File: src/rtl/uart_tx_async.sv
// UART transmitter: serialises one queued byte per frame (start, 7/8 data LSB-first, optional parity, stop)
// at 16 baud_clock strobes per bit, with a one-entry holding register fed by writes or an external FIFO.
module uart_tx_async #(
    parameter int TX_FIFO = 0
) (
    input  logic       clk,
    input  logic       reset_n,
    input  logic       baud_clock,
    input  logic       bit8,
    input  logic       parity_en,
    input  logic       odd_n_even,
    input  logic       write_tx_byte,
    input  logic [7:0] tx_data,
    input  logic       fifo_empty,
    output logic       fifo_read_en,
    output logic       tx,
    output logic       tx_hold_empty,
    output logic       tx_idle,
    output logic       tx_done
);

    typedef enum logic [2:0] {IDLE, START, DATA, PARITY, STOP} state_t;

    state_t     state_q, state_d;
    logic [3:0] tick_q, tick_d;
    logic [2:0] bit_cnt_q, bit_cnt_d;
    logic [7:0] shift_q, shift_d;
    logic       parity_q, parity_d;
    logic       cfg_bit8_q, cfg_bit8_d;
    logic       cfg_par_en_q, cfg_par_en_d;
    logic [7:0] hold_q, hold_d;
    logic       hold_empty_d;
    logic       pend_q;
    logic       read_en_d;
    logic       tx_d;
    logic       done_d;
    logic       load;
    logic       capture;
    logic [2:0] last_bit;

    assign last_bit = cfg_bit8_q ? 3'd7 : 3'd6;
    assign tx_idle  = (state_q == IDLE);

    // NOTE: every variable gets a default before any branch, so no path leaves one unassigned (no latches).
    always_comb begin
        state_d      = state_q;
        tick_d       = tick_q;
        bit_cnt_d    = bit_cnt_q;
        shift_d      = shift_q;
        parity_d     = parity_q;
        cfg_bit8_d   = cfg_bit8_q;
        cfg_par_en_d = cfg_par_en_q;
        load         = 1'b0;
        done_d       = 1'b0;

        if (baud_clock) begin
            tick_d = tick_q + 4'd1;
            case (state_q)
                IDLE: begin
                    tick_d = '0;
                    load   = !tx_hold_empty;
                end
                START: begin
                    if (tick_q == 4'd15) begin
                        state_d   = DATA;
                        bit_cnt_d = '0;
                    end
                end
                DATA: begin
                    if (tick_q == 4'd15) begin
                        shift_d   = {1'b0, shift_q[7:1]};
                        parity_d  = parity_q ^ shift_q[0];
                        bit_cnt_d = bit_cnt_q + 3'd1;
                        if (bit_cnt_q == last_bit)
                            state_d = cfg_par_en_q ? PARITY : STOP;
                    end
                end
                PARITY: begin
                    if (tick_q == 4'd15)
                        state_d = STOP;
                end
                STOP: begin
                    if (tick_q == 4'd15) begin
                        done_d = 1'b1;
                        if (tx_hold_empty)
                            state_d = IDLE;
                        else
                            load = 1'b1;
                    end
                end
                default: state_d = IDLE;
            endcase

            // Frame configuration is frozen here so mid-frame changes only affect the next frame.
            if (load) begin
                state_d      = START;
                tick_d       = '0;
                shift_d      = hold_q;
                parity_d     = odd_n_even;
                cfg_bit8_d   = bit8;
                cfg_par_en_d = parity_en;
            end
        end

        case (state_d)
            START:   tx_d = 1'b0;
            DATA:    tx_d = shift_d[0];
            PARITY:  tx_d = parity_d;
            default: tx_d = 1'b1;
        endcase
    end

    // Holding register: written directly, or refilled from the FIFO one clk after the pop.
    always_comb begin
        hold_d       = hold_q;
        hold_empty_d = tx_hold_empty;
        capture      = (TX_FIFO != 0) ? pend_q : (write_tx_byte && tx_hold_empty);
        if (capture) begin
            hold_d       = tx_data;
            hold_empty_d = 1'b0;
        end
        if (load)
            hold_empty_d = 1'b1;
        read_en_d = (TX_FIFO != 0) && tx_hold_empty && !fifo_empty && !fifo_read_en && !pend_q;
    end

    // NOTE: state registers use non-blocking assignments so every flop samples pre-edge values.
    always_ff @(posedge clk or negedge reset_n) begin
        if (!reset_n) begin
            state_q       <= IDLE;
            tick_q        <= '0;
            bit_cnt_q     <= '0;
            shift_q       <= '0;
            parity_q      <= 1'b0;
            cfg_bit8_q    <= 1'b0;
            cfg_par_en_q  <= 1'b0;
            hold_q        <= '0;
            tx_hold_empty <= 1'b1;
            pend_q        <= 1'b0;
            fifo_read_en  <= 1'b0;
            tx            <= 1'b1;
            tx_done       <= 1'b0;
        end else begin
            state_q       <= state_d;
            tick_q        <= tick_d;
            bit_cnt_q     <= bit_cnt_d;
            shift_q       <= shift_d;
            parity_q      <= parity_d;
            cfg_bit8_q    <= cfg_bit8_d;
            cfg_par_en_q  <= cfg_par_en_d;
            hold_q        <= hold_d;
            tx_hold_empty <= hold_empty_d;
            pend_q        <= fifo_read_en;
            fifo_read_en  <= read_en_d;
            tx            <= tx_d;
            tx_done       <= done_d;
        end
    end

endmodule

File: config.mk
export PLATFORM = sky130hd
export DESIGN_NAME = uart_tx_async
export DESIGN_NICKNAME = d
export VERILOG_FILES = /design/src/rtl/uart_tx_async.sv
export SDC_FILE = /design/constraint.sdc
export NUM_CORES = 1
export LEC_CHECK = 0
export ABC_AREA = 1
export CAP_MARGIN = 10
export CELL_PAD_IN_SITES_DETAIL_PLACEMENT = 1
export CELL_PAD_IN_SITES_GLOBAL_PLACEMENT = 2
export CORE_ASPECT_RATIO = 0.5
export CORE_MARGIN = 4
export CORE_UTILIZATION = 34
export DETAILED_ROUTE_END_ITERATION = 12
export PLACE_DENSITY_LB_ADDON = 0.05
export SYNTH_ARGS = -nofsm -noshare
export SYNTH_HDL_FRONTEND = slang
export SYNTH_SLANG_ARGS = --single-unit
File: constraint.sdc
create_clock -name clk -period 2 [get_ports clk]
set_input_delay 0.3 -clock clk [delete_from_list [all_inputs] [get_ports clk]]
set_output_delay 0.3 -clock clk [all_outputs]
set_load 0.01 [all_outputs]
# Word-level counts from Yosys, hierarchy flattened
# Index checks and enable logic that the tools add are counted.
# word_totals
ff_bits,32
latchBits,0
ramBits,0
rom_bits,0
inputBits,16
output_inout_bits,5
elab_cells,71
mem_count,0
# classes
addsub,2
mul,0
div,0
order_cmp,0
n_eq_ne,11
n_shift,0
n_mux,35
bitwise_logic,1
n_reduce_logical,10
# op_table
op,n
two-way mux 3 bit,11
two-way mux 8 bit,3
two-way mux 1 bit,15
case mux 3 bit (5 select lines),1
== test 3 x 2 -> 1 bit (second input constant),4
two-way mux 4 bit,2
nonzero test 2 bit,4
== test 3 x 1 -> 1 bit (second input constant),2
case mux 3 bit (2 select lines),1
adder 4 x 1 -> 4 bit (second input constant),1
== test 4 bit (second input constant),1
inequality test 2 bit (second input constant),2
AND reduction 4 bit,1
adder 3 x 1 -> 3 bit (second input constant),1
== test 3 bit,1
== test 3 bit (second input constant),1
zero test 3 bit,1
case mux 1 bit (3 select lines),1
AND reduction 3 bit,1
case mux 1 bit (2 select lines),1
AND reduction 2 bit,1
logical AND 1 bit,1
zero test 1 bit,1
bitwise XOR 1 bit,1

# Logic depth before layout (Yosys ltp)
# Gate-level depths: netlist (run 1).
# logic_depth
word_depth,9
ltp_mapped,12
depth_no_buf,11

# Worst setup path before layout (run 1)
# OpenSTA, ideal clock, no wires.
# synth_timing
kind,register to register
from,reg tick_q[0]
to,reg tx
setup_time_ns,0.081
arrival_time_ns,1.449
required_time_ns,1.919
slack_ns,0.470
stages_incl_launch_ff,12
n_path_buf,0
synth_period_minus_slack_ns,1.530
path_cell_list,dfrtp_1 ha_1 nand3_4 nand2_4 nand2_2 nand2_1 a21oi_2 nand2_2 nand2_2 nand2_1 nand2_1 nand3_2
# synth_via
elab_chain_len,8
elab_cells_between_ends,23
cone_classes,eq/ne (4); mux (19)
# synth_rtl
element,line_no,rtl
from (decl),25,"logic [3:0] tick_q, tick_d;"
from (signal assigned),145,tick_q <= tick_d;
== test 4 bit *,n/a,
two-way mux 1 bit,83,if (tick_q == 4'd15) begin
case mux 1 bit (2 select lines),58,case (state_q)
two-way mux 1 bit,56,if (baud_clock) begin
two-way mux 3 bit *,95,if (load) begin
two-way mux 3 bit *,56,
via state_d[1],24,"state_t state_q, state_d;"
== test 3 x 2 -> 1 bit / == test 3 x 1 -> 1 bit (equally long branches),105,case (state_d)
case mux 1 bit (3 select lines) *,105,
via tx_d,35,logic tx_d;
to (signal assigned),155,tx <= tx_d;
to (decl),16,"output logic tx,"
# Mark *: on every way through the listed nets, which the timed path passes. The rest lies on a longest branch. The select of a mux whose other input is x is not followed.
# A chain may end at the register's enable or synchronous reset.

# Final worst setup path (run 1)
# Ends and elaborated chain as after synthesis.

==> metrics, run 1 <==
Clk pin slew, worst setup/hold paths=about 70 ps; Synth cell types=33; Arr. time, crit path=~2000 ps; initial antenna violation count=0; #FFs+latches synth=32; final setup margin=about 180 ps; Reg-to-Reg End=tx; crit share post-route=91.0%; synthesized cell area=roughly 1800 um2; final WL=about 4000 um; Fill cells=approximately 590; Max Cap Violations=0; area post-placement=2040 um2; footprint of the multi-input gates=between 800 and 900 um2; first-pass GRT wire length=slightly below 7000 um; R2R Setup Slk=between 150 and 200 ps; EDFF count, synth=0; async set-reset flop share out of synthesis=100%; Critical Path RT=between 2000 and 2500 ps; HPWL Detailed=between 3000 and 4000 um; Synth Area in Compound Gates=approximately a tenth; Clk pwr share=about 25%; Final #Nets=239; TritonCTS clock tree=done; CORE AREA=4950 um2; share of the synthesized area in the top cell type=between 40 and 50%; Synth warnings=0; Seq/Total Area, Yosys=45.7%; status=finished, final reports clean; Simple-Gate Fraction of Synth Area=30.0%; Post CTS Setup Buffer Count=0; Clock Path Buffers=2; Vias=between 1000 and 1500; drt first pass iters=4; critical path class=flop to flop; # H-tree levels=2; Initial Util=a little over a third; P&R area growth vs syn=22.5%; Slew Limit Fails=0; Total GRT Usage=between 10 and 15%; adder-cell area share of the yosys netlist=~1.4%; clock sinks=32; DRT iter0 DRCs=49; post-synthesis mux area share=between 3 and 4%; Final TNS setup=0 ps; Syn Inst Count=approximately 190; I/O Buffers=18; Avg Synthesized Cell Area=9.11 um2; wire length per cell=13.3 um; Rows=18; Design Area, Final=about 2200 um2; largest family of logic cells by synthesized area=simple AND/OR/NAND/NOR gates; Final Hold Viols=0; combinational power share=between 30% and 40%; most used flip-flop cell after synthesis=dfrtp_1; P_int=about 1.6 mW; n_diodes=0; Placer Congestion=roughly 0.75; R2R depth=11; pin count of the biggest net entering global routing=33; I/O Pins=21; routed vias/inst=~4.6; Fmax=about 0.55 GHz; Min Hold Slack=a little over 400 ps; Hold Buf Count CTS=0; DRC=0; pwr/cell area=around 1200 nW/um2; critical path peak fanout=8; number of global-route vias before repair=approximately 1400; min Tclk post-route=1820 ps; layout cells sized above 1=a little over a quarter; Critical Path Sink Type=flop; CTS resizes=0; die height=between 50 and 60 um; Worst Hold Class=input pin to async pin; most frequent cell after synthesis=nand2_1; Critical Path Source Type=flop; Final setup violation count=0; Max Clock Skew=~3.9 ps; Leak=about 1 nW; register area=approximately 800 um2; syn_nets=about 210; CTS Buf Count=5; root buffer cell=clkbuf_8; FF-to-FF Start=tick_q[0]; total gr overflow=0; RSZ-0062 raised after global routing=false; XOR/XNOR Fraction of Synth Area=1.49%; Die Area=roughly 6500 um2; pre-CTS setup slack=176 ps; die width=around 110 um; sequential share of power=43.2%; Psw=just under 0.9 mW; Worst-Skew Late Latency=~290 ps; top cells by area, synth=dfrtp_1, nand2_1, mux2_2; Peak VDD IR=between 0.4 and 0.5 mV; area leader, netlist=dfrtp_1; switching portion of total power=34.7%; Detail Route Antenna Nets=0; most frequent cells after synthesis=nand2_1, dfrtp_1, inv_1, nor2_1, nand3_1
-- power groups by stage --
| stage | clock network [mW] | logic [mW] | registers [mW] |
|---|---|---|---|
| after global placement | 0 | 0.789 | 1.09 |
| final | 0.621 | 0.801 | 1.08 |
| after CTS | 0.646 | 0.818 | 1.09 |
| after detailed placement | 0 | 0.812 | 1.10 |
| after floorplan | 0 | 0.604 | 1.06 |
| after global routing | 0.669 | 0.915 | 1.12 |
-- stage by stage --
stage	util, %	std cells	total power [mW]
detailed placement	41.2	284	1.91
finish	43.5	292	2.50
global placement	41.2	284	1.88
global route	43.5	292	2.70
CTS	43.4	292	2.55
floorplan	-	193	1.67
-- cell type report --
cell class                      instances  area share, %
Multi-Input combinational cell        135           38.2
Clock inverter                          2           1.63
Tap cell                               70           4.07
Inverter                               22           3.89
Timing Repair Buffer                   25           11.5
Sequential cell                        32           37.3
Clock buffer                            6           3.37
-- critical path, cell delays in order, from the launching register on --
cell and delay, ps:
dfrtp_1 410, ha_1 270, nand3_4 180, nand2_4 100, nand2_2 130, nand2_1 90
a21oi_2 190, nand2_2 80, nand2_2 80, nand2_1 60, nand2_1 80, nand3_2 60
-- worst max path at each step --
stage,start,end,cells after the start
final,tick_q[0],tx,11
after CTS,state_q[1],tx_idle,4
after global placement,tick_q[0],tx,11
after floorplan,tick_q[0],tx,11
after detailed placement,tick_q[0],tx,11
after global routing,tick_q[0],tx,11
-- per-layer routing --
layer / part of all wire [%] / up-vias / track usage, %
li1: - / 681 / -
met1: 51 / 653 / 19.5
met2: 44 / 17 / 22.1
met3: 4.4 / 2 / 4.60
met4: 0.59 / 0 / 4.26
met5: 0 / - / 0
-- cells by family after synthesis --
group	count (synthesis)
DFF	32
adders and majority gates	2
muxes	6
and+or+nand+nor	99
other	1
AOI/OAI and AO/OA	24
xor gates and xnor gates	3
buffers and inverters	26
-- state kept, by name, indices dropped and copies added (netlist names) --
register,cells
hold_q,8
shift_q,8
tick_q,4
bit_cnt_q,3
state_q,3
cfg_bit8_q,1
cfg_par_en_q,1
parity_q,1
tx,1
tx_done,1
tx_hold_empty,1
-- cells in the final DEF, fill, tap and decap left out, types with 4 or more instances in the layout --
master | Yosys | routed
nand2_1 | 41 | 41
dfrtp_1 | 30 | 30
clkdlybuf4s50_1 | 0 | 17
inv_1 | 16 | 16
nor2_1 | 16 | 15
nand3_1 | 11 | 11
nand2_2 | 9 | 9
nor2_2 | 6 | 7
a21oi_1 | 7 | 7
mux2_2 | 6 | 6
buf_4 | 1 | 6
clkbuf_8 | 0 | 5
inv_2 | 4 | 4
a31oi_2 | 4 | 4
o21ai_0 | 4 | 4
Note: power is estimated with default switching activity, not from simulation.
==> run 2, diff against run 1 <==
--- a/config.mk
+++ b/config.mk
@@ -10,7 +10,7 @@
 export CELL_PAD_IN_SITES_DETAIL_PLACEMENT = 1
 export CELL_PAD_IN_SITES_GLOBAL_PLACEMENT = 2
 export CORE_ASPECT_RATIO = 0.5
-export CORE_MARGIN = 4
+export CORE_MARGIN = 2
 export CORE_UTILIZATION = 34
 export DETAILED_ROUTE_END_ITERATION = 12
 export PLACE_DENSITY_LB_ADDON = 0.05
==> run 2 against run 1 <==
Effect of this change:
- sequential share of layout area is essentially flat
- clock-buffer cell count is the same
- cell count is the same
- highest routed layer unchanged
- largest power group unchanged
- sequential cell count is the same
- wire length grew 1.2%
- critical path type is now flop to output port
- sequential power is essentially flat
==> metrics, run 2 (same netlist as run 1, synthesis figures left out) <==
Final setup violation count=0 (unchanged); Detail Route Antenna Nets=0 (unchanged); Clock Path Buffers=2 (unchanged); Rows=18 (unchanged); die height=54.8 um (was 58.8 um); die width=106 um (was 110 um); initial antenna violation count=0 (unchanged); I/O Buffers=18 (unchanged); commonest non-fill, non-tap cell in the layout=nand2_1 (unchanged); sequential share of power=43.0% (was 43.2%); min Tclk post-route=1920 ps (was 1820 ps); combinational power share=31.7% (was 32.0%); CP max stage delay=550 ps (was 410 ps); Final Hold Viols=0 (unchanged); Max Cap Violations=0 (unchanged); Worst Hold Class=input pin to async pin (unchanged); final setup margin=84.1 ps (was 180 ps); first-pass GRT wire length=6360 um (was 6910 um); pre-CTS setup slack=212 ps (was 176 ps); Clk pin slew, worst setup/hold paths=70 ps (about the same); P&R area growth vs syn=22.3% (was 22.5%); P_int=1.64 mW (about the same); Core Util, Final=43.4% (was 43.5%); I/O Pins=21 (unchanged); Slew Limit Fails=0 (unchanged); Fmax=0.522 GHz (was 0.549 GHz); number of global-route vias before repair=1285 (was 1392); Design Area, Final=2150 um2 (about the same); placed insts=284 (unchanged); critical path peak fanout=4 (was 8); DRC=0 (unchanged); Buf/Inv on CP=2 (was 0); CORE AREA=4950 um2 (unchanged); DRT iter0 DRCs=20 (was 49); Slowest-stage cell, CP=clkdlybuf4s50_1 (was dfrtp_1); TritonCTS clock tree=done (unchanged); worst-path cell chain=inv_2 -> nand2_2 -> nor2_2 -> clkdlybuf4s50_1 (was ha_1 -> nand3_4 -> nand2_4 -> nand2_2 -> nand2_1 -> a21oi_2 -> nand2_2 -> nand2_2 -> nand2_1 -> nand2_1 -> nand3_2); switching portion of total power=35.1% (was 34.7%); Max Clock Skew=7.63 ps (was 3.90 ps); n_diodes=0 (unchanged); Critical Path RT=1700 ps (was 2210 ps); wire length per cell=13.5 um (was 13.3 um); routed vias/inst=4.59 (was 4.63); Hold Buf Count CTS=0 (unchanged); area post-placement=2040 um2 (unchanged); RSZ-0062 raised after global routing=false (unchanged); commonest cells after routing, fill and taps aside=nand2_1, dfrtp_1, clkdlybuf4s50_1 (unchanged); CTS Buf Count=5 (unchanged); crit share post-route=95.8% (was 91.0%); Placer Congestion=0.780 (was 0.755); Leak=0.979 nW (was 0.996 nW); non-filler cells, final=292 (unchanged); CTS resizes=0 (unchanged); Regs by FF count=hold_q (8), shift_q (8), tick_q (4) (unchanged); clock sinks=32 (unchanged); Total GRT Usage=15.2% (was 14.4%); pin count of the biggest net entering global routing=33 (unchanged); Die Area=5800 um2 (was 6450 um2); total gr overflow=0 (unchanged); critical path class=flop to output port (was flop to flop); Final #Nets=239 (unchanged); Final TNS setup=0 ps (unchanged); Post CTS Setup Buffer Count=0 (unchanged); layout cells sized above 1=27.0% (unchanged); pwr/cell area=1170 nW/um2 (was 1160 nW/um2); Vias=1341 (was 1353); drt first pass iters=4 (unchanged); status=finished, final reports clean (unchanged); Arr. time, crit path=1620 ps (was 2040 ps); root buffer cell=clkbuf_8 (unchanged); HPWL Detailed=2970 um (was 3060 um); # H-tree levels=2 (unchanged); Critical Path Source Type=flop (unchanged); final WL=3940 um (was 3890 um); Initial Util=35.5% (unchanged); Critical Path Sink Type=output port (was flop); Psw=0.886 mW (was 0.869 mW); Peak VDD IR=0.450 mV (was 0.415 mV); CP top delay family=buffers and inverters (was simple AND/OR/NAND/NOR gates); Clk pwr share=25.2% (was 24.8%); Worst-Skew Late Latency=290 ps (about the same)
-- run 2: cell types whose count changed in the layout (fill, tap and decap cells not counted) --
cell / change
dlymetal6s2s_1: -1
clkdlybuf4s50_1: +1
-- run 2: layer usage --
layer	global-route usage, %	up-vias	wire length, um
li1	-	674	-
met1	20.2	639	2060
met2	23.9	20	1680
met3	4.64	8	144
met4	5.92	0	51
met5	0	-	0
-- run 2: per-stage QoR --
stage	hold slack [ps]	power, mW
after floorplan	4.41	1.67
after global placement	489	1.88
after detailed placement	489	1.91
after CTS	425	2.56
after global routing	449	2.71
final	400	2.52
-- run 2: worst paths after layout --
check	from	endpoint	slack [ps]	cells past startpoint
max in group asynchronous	reset_n	tx_hold_empty	1250	2
min reg2reg	shift_q[7]	shift_q[7]	510	2
max	state_q[1]	tx_idle	80	4
min	reset_n	tick_q[2]	400	2
min in group clk	shift_q[7]	shift_q[7]	510	2
max reg2reg	tick_q[0]	tx	210	11
-- run 2: layout make-up --
| type | count | area, um2 |
|---|---|---|
| flip-flops and latches | 32 | 803 |
| clock inverters | 2 | 35.0 |
| well taps | 70 | 87.6 |
| clock buffers | 6 | 72.6 |
| inverters | 22 | 83.8 |
| fillers | 599 | 2800 |
| multi-input cells | 135 | 823 |
| repair buffers | 25 | 245 |
-- run 2: power groups by stage --
stage | Clock, mW | Combinational (mW) | Sequential, mW
finish | 0.636 | 0.801 | 1.09
global route | 0.681 | 0.909 | 1.12
CTS | 0.654 | 0.814 | 1.09
detailed placement | 0 | 0.809 | 1.10
global placement | 0 | 0.788 | 1.09
floorplan | 0 | 0.604 | 1.06
==> run 3, diff against run 2 <==
--- a/config.mk
+++ b/config.mk
@@ -14,6 +14,7 @@
 export CORE_UTILIZATION = 34
 export DETAILED_ROUTE_END_ITERATION = 12
 export PLACE_DENSITY_LB_ADDON = 0.05
+export SLEW_MARGIN = 20
 export SYNTH_ARGS = -nofsm -noshare
 export SYNTH_HDL_FRONTEND = slang
 export SYNTH_SLANG_ARGS = --single-unit
==> results of run 3 <==
The final DEF is identical to that of run 2; final timing and power are the same.
